==> src/rtl/counter_worker.sv <==
// counter_worker: byte-loaded counting worker with synchronised async strobes.
// Bytes arrive on din under the shift strobe. The first byte lands in the MSB
// of da, and the last byte in the LSB of db. The final byte starts a run in the
// latched mode. The run ends on the cb==db limit (LIMIT/DOWN) or on a stop
// strobe (any mode).
module counter_worker #(
    parameter int WIDTH      = 16,
    parameter int SYNC_DEPTH = 2
) (
    input  logic                                            clk,
    input  logic                                            rst,
    input  logic                                            shift,
    input  logic                                            stop,
    input  logic [7:0]                                      din,
    input  logic [1:0]                                      mode,
    input  logic [((WIDTH/8 > 1) ? $clog2(WIDTH/8) : 1)-1:0] rd_sel,
    output logic [7:0]                                      dout,
    output logic                                            run,
    output logic                                            done,
    output logic                                            overflow,
    output logic                                            loading
);

    localparam int NumBytes = WIDTH / 8;
    localparam int BcntW    = $clog2(2 * NumBytes);
    localparam logic [BcntW-1:0] BcntLast = BcntW'(2 * NumBytes - 1);

    typedef enum logic [1:0] {
        ModeLimit  = 2'd0,
        ModeStop   = 2'd1,
        ModeOffset = 2'd2,
        ModeDown   = 2'd3
    } mode_e;

    // Index 0 is shift, index 1 is stop.
    localparam int NumStrobes = 2;

    logic [NumStrobes-1:0] strobe_in;
    logic [SYNC_DEPTH-1:0] sync_q [NumStrobes];
    logic [NumStrobes-1:0] hist_q;
    logic [NumStrobes-1:0] arm_q;
    logic [NumStrobes-1:0] arm_d;
    logic [NumStrobes-1:0] pulse;
    // Marks synchroniser stages that hold a genuine post-reset sample.
    logic [SYNC_DEPTH-1:0] vld_q;

    logic shift_pulse;
    logic stop_pulse;

    logic [WIDTH-1:0] da_q, da_d;
    logic [WIDTH-1:0] db_q, db_d;
    logic [WIDTH-1:0] ca_q, ca_d;
    logic [WIDTH-1:0] cb_q, cb_d;
    logic [BcntW-1:0] bcnt_q, bcnt_d;
    mode_e            lmode_q, lmode_d;
    logic             run_q, run_d;
    logic             done_q, done_d;
    logic             ovf_q, ovf_d;

    logic [2*WIDTH-1:0] shifted;
    logic [WIDTH-1:0]   da_new;
    logic [WIDTH-1:0]   db_new;
    mode_e              mode_in;
    logic               limit_mode;
    logic               terminate;

    assign strobe_in = {stop, shift};

    // Synchroniser, history and arming flops for both strobes.
    always_ff @(posedge clk) begin
        if (rst) begin
            for (int s = 0; s < NumStrobes; s++) begin
                sync_q[s] <= '0;
            end
            hist_q <= '0;
            arm_q  <= '0;
            vld_q  <= '0;
        end else begin
            for (int s = 0; s < NumStrobes; s++) begin
                sync_q[s] <= {sync_q[s][SYNC_DEPTH-2:0], strobe_in[s]};
            end
            for (int s = 0; s < NumStrobes; s++) begin
                hist_q[s] <= sync_q[s][SYNC_DEPTH-1];
            end
            arm_q <= arm_d;
            vld_q <= {vld_q[SYNC_DEPTH-2:0], 1'b1};
        end
    end

    // A strobe only arms once a real low level has reached the last stage,
    // so a strobe held high across reset release does not pulse.
    always_comb begin
        arm_d = arm_q;
        pulse = '0;
        for (int s = 0; s < NumStrobes; s++) begin
            if (vld_q[SYNC_DEPTH-1] && !sync_q[s][SYNC_DEPTH-1]) begin
                arm_d[s] = 1'b1;
            end
            pulse[s] = sync_q[s][SYNC_DEPTH-1] & ~hist_q[s] & arm_q[s];
        end
    end

    assign shift_pulse = pulse[0];
    assign stop_pulse  = pulse[1];

    // The {da,db} pair shifts left a byte, with din entering at the bottom.
    assign shifted = ({da_q, db_q} << 8) | {{(2*WIDTH-8){1'b0}}, din};
    assign da_new  = shifted[2*WIDTH-1:WIDTH];
    assign db_new  = shifted[WIDTH-1:0];
    assign mode_in = mode_e'(mode);

    assign limit_mode = (lmode_q == ModeLimit) || (lmode_q == ModeDown);
    assign terminate  = stop_pulse || (limit_mode && (cb_q == db_q));

    // Next state for load, run and termination. The terminate check comes
    // before the count so that ca and cb hold their values on the final cycle.
    always_comb begin
        da_d    = da_q;
        db_d    = db_q;
        ca_d    = ca_q;
        cb_d    = cb_q;
        bcnt_d  = bcnt_q;
        lmode_d = lmode_q;
        run_d   = run_q;
        done_d  = done_q;
        ovf_d   = ovf_q;

        if (run_q) begin
            if (terminate) begin
                run_d  = 1'b0;
                done_d = 1'b1;
            end else begin
                cb_d = cb_q + WIDTH'(1);
                if (&cb_q) begin
                    ovf_d = 1'b1;
                end
                if (lmode_q == ModeDown) begin
                    ca_d = ca_q - WIDTH'(1);
                end else begin
                    ca_d = ca_q + WIDTH'(1);
                end
            end
        end else if (shift_pulse) begin
            da_d = da_new;
            db_d = db_new;
            if (bcnt_q == '0) begin
                done_d = 1'b0;
            end
            if (bcnt_q == BcntLast) begin
                bcnt_d  = '0;
                run_d   = 1'b1;
                cb_d    = '0;
                ovf_d   = 1'b0;
                lmode_d = mode_in;
                if (mode_in == ModeOffset) begin
                    ca_d = da_new + db_new;
                end else begin
                    ca_d = da_new;
                end
            end else begin
                bcnt_d = bcnt_q + BcntW'(1);
            end
        end
    end

    // Datapath and control state registers.
    always_ff @(posedge clk) begin
        if (rst) begin
            da_q    <= '0;
            db_q    <= '0;
            ca_q    <= '0;
            cb_q    <= '0;
            bcnt_q  <= '0;
            lmode_q <= ModeLimit;
            run_q   <= 1'b0;
            done_q  <= 1'b0;
            ovf_q   <= 1'b0;
        end else begin
            da_q    <= da_d;
            db_q    <= db_d;
            ca_q    <= ca_d;
            cb_q    <= cb_d;
            bcnt_q  <= bcnt_d;
            lmode_q <= lmode_d;
            run_q   <= run_d;
            done_q  <= done_d;
            ovf_q   <= ovf_d;
        end
    end

    // Byte readback of ca. Out-of-range indices read as zero.
    always_comb begin
        dout = 8'h00;
        for (int i = 0; i < NumBytes; i++) begin
            if (int'(rd_sel) == i) begin
                dout = ca_q[8*i +: 8];
            end
        end
    end

    assign run      = run_q;
    assign done     = done_q;
    assign overflow = ovf_q;
    assign loading  = (bcnt_q != '0);

endmodule

==> config.mk <==
export PLATFORM = sky130hd
export DESIGN_NAME = counter_worker
export DESIGN_NICKNAME = d
export VERILOG_FILES = /design/src/rtl/counter_worker.sv
export SDC_FILE = /design/constraint.sdc
export NUM_CORES = 1
export LEC_CHECK = 0
export ABC_AREA = 1
export BUFFER_PORTS_ARGS = -buffer_cell sky130_fd_sc_hd__clkbuf_2
export CORE_MARGIN = 2
export CORE_UTILIZATION = 60
export CTS_CLUSTER_DIAMETER = 120
export DETAILED_ROUTE_END_ITERATION = 10
export GPL_TIMING_DRIVEN = 0
export PLACE_DENSITY = 0.77
export SYNTH_ARGS = -nofsm -noshare
export SYNTH_HDL_FRONTEND = slang
export SYNTH_SLANG_ARGS = --single-unit
==> constraint.sdc <==
create_clock -name clk -period 2.45 [get_ports clk]
set_clock_uncertainty 0.05 [all_clocks]
set_input_delay 0.3675 -clock clk [delete_from_list [all_inputs] [get_ports clk]]
set_output_delay 0.3675 -clock clk [all_outputs]
set_load 0.005 [all_outputs]
# Word level (Yosys, flattened, before mapping)

Memory sizes are Yosys's and may differ from the RTL's.
Index checks and enable logic that the tools add are counted.

RAM bits: 4
Memories kept: 1
Latch bits: 0
Bits in registers: 69
ROM bits: 0
Input bits: 15

Bitwise logic cells: 10
Order comparisons: 0
Shifts and indexed selects: 0
Muxes and demuxes: 31
Reductions and logical operators: 19
$mul: 0
$add $sub $neg: 5
Div/mod/pow operators: 0
Eq/ne operators: 7

Memory list:

| name   | words | width | rd ports | clocked after Yosys merged registers in | write ports | RTL line | text |
|---|---|---|---|---|---|---|---|
| sync_q | 2     | 2     | 2        | 0                                       | 2           | 39       | `logic [SYNC_DEPTH-1:0] sync_q [NumStrobes];` |

Operator list:

| cell                                                                  | count |
|---|---|
| 16-bit 2-to-1 mux                                                     | 10 |
| 16-bit by 1-bit adder with 16-bit output (second input constant)      | 2 |
| 32-bit by 8-bit bitwise OR with 32-bit output                         | 1 |
| 1-bit 2-to-1 mux                                                      | 17 |
| 16-bit adder                                                          | 1 |
| 16-bit equality test                                                  | 1 |
| 16-bit AND reduction                                                  | 1 |
| 16-bit by 1-bit subtractor with 16-bit output (second input constant) | 1 |
| 3-bit AND reduction                                                   | 3 |
| 8-bit 2-to-1 mux                                                      | 1 |
| 2-bit nonzero test                                                    | 4 |
| 2-bit equality test (second input constant)                           | 3 |
| 2-bit 2-to-1 mux                                                      | 3 |
| 1-bit AND                                                             | 4 |
| 2-bit zero test                                                       | 2 |
| 2-bit by 1-bit != test with 1-bit output (second input constant)      | 2 |
| 4-bit AND reduction                                                   | 1 |
| 1-bit logical AND                                                     | 3 |
| 1-bit NOT                                                             | 3 |
| 2-bit by 1-bit adder with 2-bit output (second input constant)        | 1 |
| 1-bit zero test                                                       | 2 |
| 1-bit logical OR                                                      | 2 |
| 2-bit != test (second input constant)                                 | 1 |
| 1-bit bitwise OR                                                      | 2 |
| 2-bit AND reduction                                                   | 1 |

# Depth between registers and ports, before layout

Depth in word-level cells: 6
Depth in mapped cells: 18
Mapped depth without buffers: 17

# Worst setup path before layout

No wires, ideal clock.

Path type: register -> register
Start: register lmode_q[0]
End: register ca_q[8]
Data arrival time: 1.838 ns
Slack: 0.445 ns
Setup time: 0.117 ns
Required time: 2.283 ns
Cell stages (with the launch flop): 18
Cell sequence: dfxtp_1 -> ha_1 -> buf_6 -> buf_6 -> nand2_1 -> nand2_1 -> inv_1 -> ha_1 -> a21oi_1 -> nor2_1 -> nand2_1 -> nand2_1 -> nand2_1 -> nand3_1 -> nand3_1 -> nand2_1 -> nor2_1 -> nor2_1

Longest elaborated chain between the ends: 6
Elaborated cells between the ends (all ways): 10

RTL lines:

| item                                                   | RTL line | text |
|---|---|---|
| start, declared                                        | 55       | `mode_e lmode_q, lmode_d;` |
| start signal, assigned                                 | 174      | `lmode_q <= ModeLimit;` |
| start signal, assigned                                 | 184      | `lmode_q <= lmode_d;` |
| 2-bit equality test or 2-bit zero test (tied branches) | 112, 137 |  |
| 1-bit logical OR                                       | 112      | `assign limit_mode = (lmode_q == ModeLimit) \|\| (lmode_q == ModeDown);` |
| 1-bit logical AND                                      | 113      | `assign terminate = stop_pulse \|\| (limit_mode && (cb_q == db_q));` |
| 1-bit logical OR                                       | 113      |  |
| 2-bit != test (no source line)                         | n/a      |  |
| 3-bit AND reduction (no source line)                   | n/a      |  |
| end signal, assigned                                   | 171      | `ca_q <= '0;` |
| end signal, assigned                                   | 181      | `ca_q <= ca_d;` |
| end, declared                                          | 52       | `logic [WIDTH-1:0] ca_q, ca_d;` |

Several ways; a longest one is shown, not always the timed one. The select of a mux whose other input is x is not followed.
A chain may end at the register's enable or synchronous reset.

# Worst setup path in the final report

Start: register db_q[10]
End: register ca_q[5]

Longest elaborated chain between the ends: 6
Elaborated cells between the ends (all ways): 11

RTL lines:

| item                                          | RTL line | text |
|---|---|---|
| start, declared                               | 51       | `logic [WIDTH-1:0] db_q, db_d;` |
| start signal, assigned                        | 170      | `db_q <= '0;` |
| start signal, assigned                        | 180      | `db_q <= db_d;` |
| 32-bit by 8-bit bitwise OR with 32-bit output | 107      | `assign shifted = ({da_q, db_q} << 8) \| {{(2*WIDTH-8){1'b0}}, din};` |
| 16-bit adder                                  | 156      | `ca_d = da_new + db_new;` |
| 16-bit 2-to-1 mux                             | 155      | `if (mode_in == ModeOffset) begin` |
| 16-bit 2-to-1 mux                             | 149      | `if (bcnt_q == BcntLast) begin` |
| 16-bit 2-to-1 mux                             | 143      | `end else if (shift_pulse) begin` |
| 16-bit 2-to-1 mux                             | 128      | `if (run_q) begin` |

Several ways; a longest one is shown, not always the timed one. The select of a mux whose other input is x is not followed.

==> results_dict.tcl <==
set metrics [dict create \
    status "complete, no violations" \
    rsz0062_at_grt "false" \
    grt.total_usage 0.327 \
    hold_end "sync_q[0][2]" \
    period_share 0.913 \
    relSlewSlack 0.603 \
    first_pass_iters 7 \
    drv_slew 0 \
    p_leak_nw 2.87 \
    core_area_sq_um 9110 \
    drt-vias-per-instance 5.44 \
    synthFlopType "dfxtp_1" \
    crit_top_cell "nand2_1" \
    crit_path_max_fanout 6 \
    path_class "reg -> reg" \
    synth-edff-count 0 \
    fin_nets 1030 \
    maxCapViolCount 0 \
    synthDistinctLibCells 41 \
    yosysWarningCount 0 \
    synth_top_area_frac 0.262 \
    synth_xor_xnor_area_share 0.0361 \
    synthTopCellsByArea "dfxtp_1 (26%), nand2_1 (18%), nor2_1 (8.8%)" \
    clkSinkCount 73 \
    reg2reg_from "db_q[10]" \
    endpoint_kind "flip-flop" \
    utilization 0.667 \
    r2r_setup_slack_ns 0.21 \
    clockRootBuffer "clkbuf_8" \
    synthCells 955 \
    synth_area_leader_cell "dfxtp_1" \
    crit_chain "ha_1, nand2_1, nand2_1, nand2_1, nand3_1, xor2_1, o21ai_0, nand2_1, nor2_1, nor2_1" \
    num_rows 35 \
    grt_overflow_total 0 \
    cts_hold_buf 0 \
    arrival_ns 2.44 \
    drtIter0Drc 453 \
    drc_errors 0 \
    design.die.area_sq_um 10100 \
    cpPeakStageDelay_ns 0.50 \
    synth_commonest_cells "nand2_1 (273), nor2_1 (130), inv_1 (129)" \
    p_total_mw 2.43 \
    p_per_area_nw_per_um2 401 \
    tns_ns 0 \
    clockBufferDepth 2 \
    clkSlewWorstSetupHoldPaths_ns 0.09 \
    whs_path_depth 3 \
    setup_violations 0 \
    syn_nets 992 \
    tightest_slew_ns 0.595 \
    die_h_um 100 \
    antenna_cells 0 \
    ir_drop_uv 305 \
    cts_tree "done" \
    clkLatencyLatePin_ns 0.36 \
    synth-seq-cells 73 \
    synth_top_family_by_area "simple AND/OR/NAND/NOR gates" \
    htree_levels 3 \
    antenna_found_initial 0 \
    synthAdderAreaFrac 0.0507 \
    finalCriticalPeriod_ns 2.24 \
    crit_slowest_cell "dfxtp_1" \
    gp_congestion 0.975 \
    worst_ep_required_time_ns 2.65 \
    r2r_cells 10 \
    num_vias 6028 \
    totalWireLength_mm 15.9 \
    start_util 0.612 \
    worstSetupStartpointType "flip-flop" \
    critical_path.reg2reg.endpoint "ca_q[5]" \
    hold_viol 0 \
    synthArstFlopShare 0 \
    area_growth_pct 9.00 \
    ys_seq_area_frac 0.262 \
    cts_buffers 9 \
    grt_max_degree 16 \
    yosysMostFrequentCell "nand2_1" \
    grt_pass1_wl_mm 26.0 \
    dp_hpwl_mm 12.5 \
    min_path_type "in -> reg" \
    min_from "stop" \
    syn_area_sq_um 5570 \
    port_buffers 25 \
    synth_compound_area_frac 0.143 \
    wl_per_cell_um 14.4 \
    fmax_ghz 0.447 \
    io_pins 27 \
    ant_nets 0 \
    grt_pass1_vias 5412 \
    synth-simple-area-share 0.383 \
    avgSynthCellArea_sq_um 5.84 \
    drive_gt1_frac 0.0872 \
    synthMuxAreaShare 0.00180 \
    die_w_um 100 \
]
## metal layers
layer	vias to the layer above	wire, um	GRT usage
li1	3095	-	-
met1	2665	7060	0.436
met2	237	7440	0.549
met3	31	1100	0.0446
met4	0	334	0.100
met5	-	0	0
## cell families after synthesis
logic type                 count (synthesis)
xor gates and xnor gates                  23
DFF                                       73
buffers and inverters                    169
muxes                                      1
adders and majority gates                 22
AOI/OAI and AO/OA                        154
and+or+nand+nor                          513
## cell usage in the layout (no fill, tap or decap), types with 3 or more instances in the layout
| cell type | Yosys | routed |
|---|---|---|
| a21oi_1 | 76 | 75 |
| buf_2 | 4 | 4 |
| buf_4 | 3 | 5 |
| buf_6 | 4 | 3 |
| clkbuf_1 | 18 | 18 |
| clkbuf_2 | 1 | 26 |
| clkbuf_8 | 0 | 9 |
| dfxtp_1 | 73 | 71 |
| ha_1 | 21 | 20 |
| inv_1 | 129 | 129 |
| inv_2 | 7 | 7 |
| inv_6 | 0 | 3 |
| nand2_1 | 273 | 272 |
| nand2_2 | 4 | 5 |
| nand3_1 | 73 | 73 |
| nand4_1 | 6 | 6 |
| nor2_1 | 130 | 130 |
| nor2_2 | 6 | 6 |
| nor3_1 | 8 | 8 |
| o21ai_0 | 68 | 68 |
| xnor2_1 | 5 | 5 |
| xor2_1 | 18 | 18 |
## registers in the layout, summed over array words and instances, names as in the netlist
name,cells
ca_q,16
cb_q,16
db_q,16
da_q,8
sync_q,4
arm_q,2
bcnt_q,2
hist_q,2
lmode_q,2
vld_q,2
done,1
overflow,1
run,1
## stage by stage
stage / cell area [sq um] / std cells / hold WS [ns] / setup slack (ns)
after global placement: 5840 / 1091 / 0.341 / 0.137
after detailed placement: 5840 / 1091 / 0.345 / 0.137
final: 6070 / 1109 / 0.136 / 0.213
after CTS: 6040 / 1107 / 0.138 / 0.103
after floorplan: 5570 / 955 / 0.338 / 0.445
after global routing: 6070 / 1109 / 0.136 / 0.00890
## what timing repair did
item	4_1_cts	5_1_grt
gates resized for setup	0	6
hold endpoints to repair	0	0
setup buffers	0	2
setup endpoints to repair	0	4
## report_power, final
| part | internal (mW) | leakage [nW] | switching, mW |
|---|---|---|---|
| clock network | 0.490 | 0.103 | 0.523 |
| logic | 0.0697 | 2.17 | 0.134 |
| registers | 1.20 | 0.592 | 0.0141 |
| total | 1.76 | 2.87 | 0.671 |
## how the worst max path moves through the flow
| stage | startpoint | endpoint | slack (ns) |
|---|---|---|---|
| CTS | lmode_q[0] | ca_q[4] | 0.10 |
| floorplan | lmode_q[0] | ca_q[8] | 0.44 |
| finish | db_q[10] | ca_q[5] | 0.21 |
| detailed placement | lmode_q[0] | ca_q[4] | 0.14 |
| global route | lmode_q[0] | ca_q[8] | 0.009 |
| global placement | lmode_q[0] | ca_q[4] | 0.14 |
## area by class of cell
| cell class | count | area [sq um] |
|---|---|---|
| inverters | 139 | 524 |
| plain buffers | 30 | 164 |
| multi-input cells | 713 | 3440 |
| fillers | 912 | 3030 |
| well taps | 111 | 139 |
| clock buffers | 9 | 124 |
| clock inverters | 7 | 83.8 |
| flip-flops and latches | 73 | 1460 |
| repair buffers | 27 | 140 |
## worst max-delay path, delay by kind of cell, from the launching register on
family | cells | cell delay [ns]
and+or+nand+nor | 7 | 0.71
DFF | 1 | 0.50
adders and majority gates | 1 | 0.37
AOI/OAI and AO/OA | 1 | 0.31
xor gates and xnor gates | 1 | 0.21
Power figures use the tool's default switching activity.
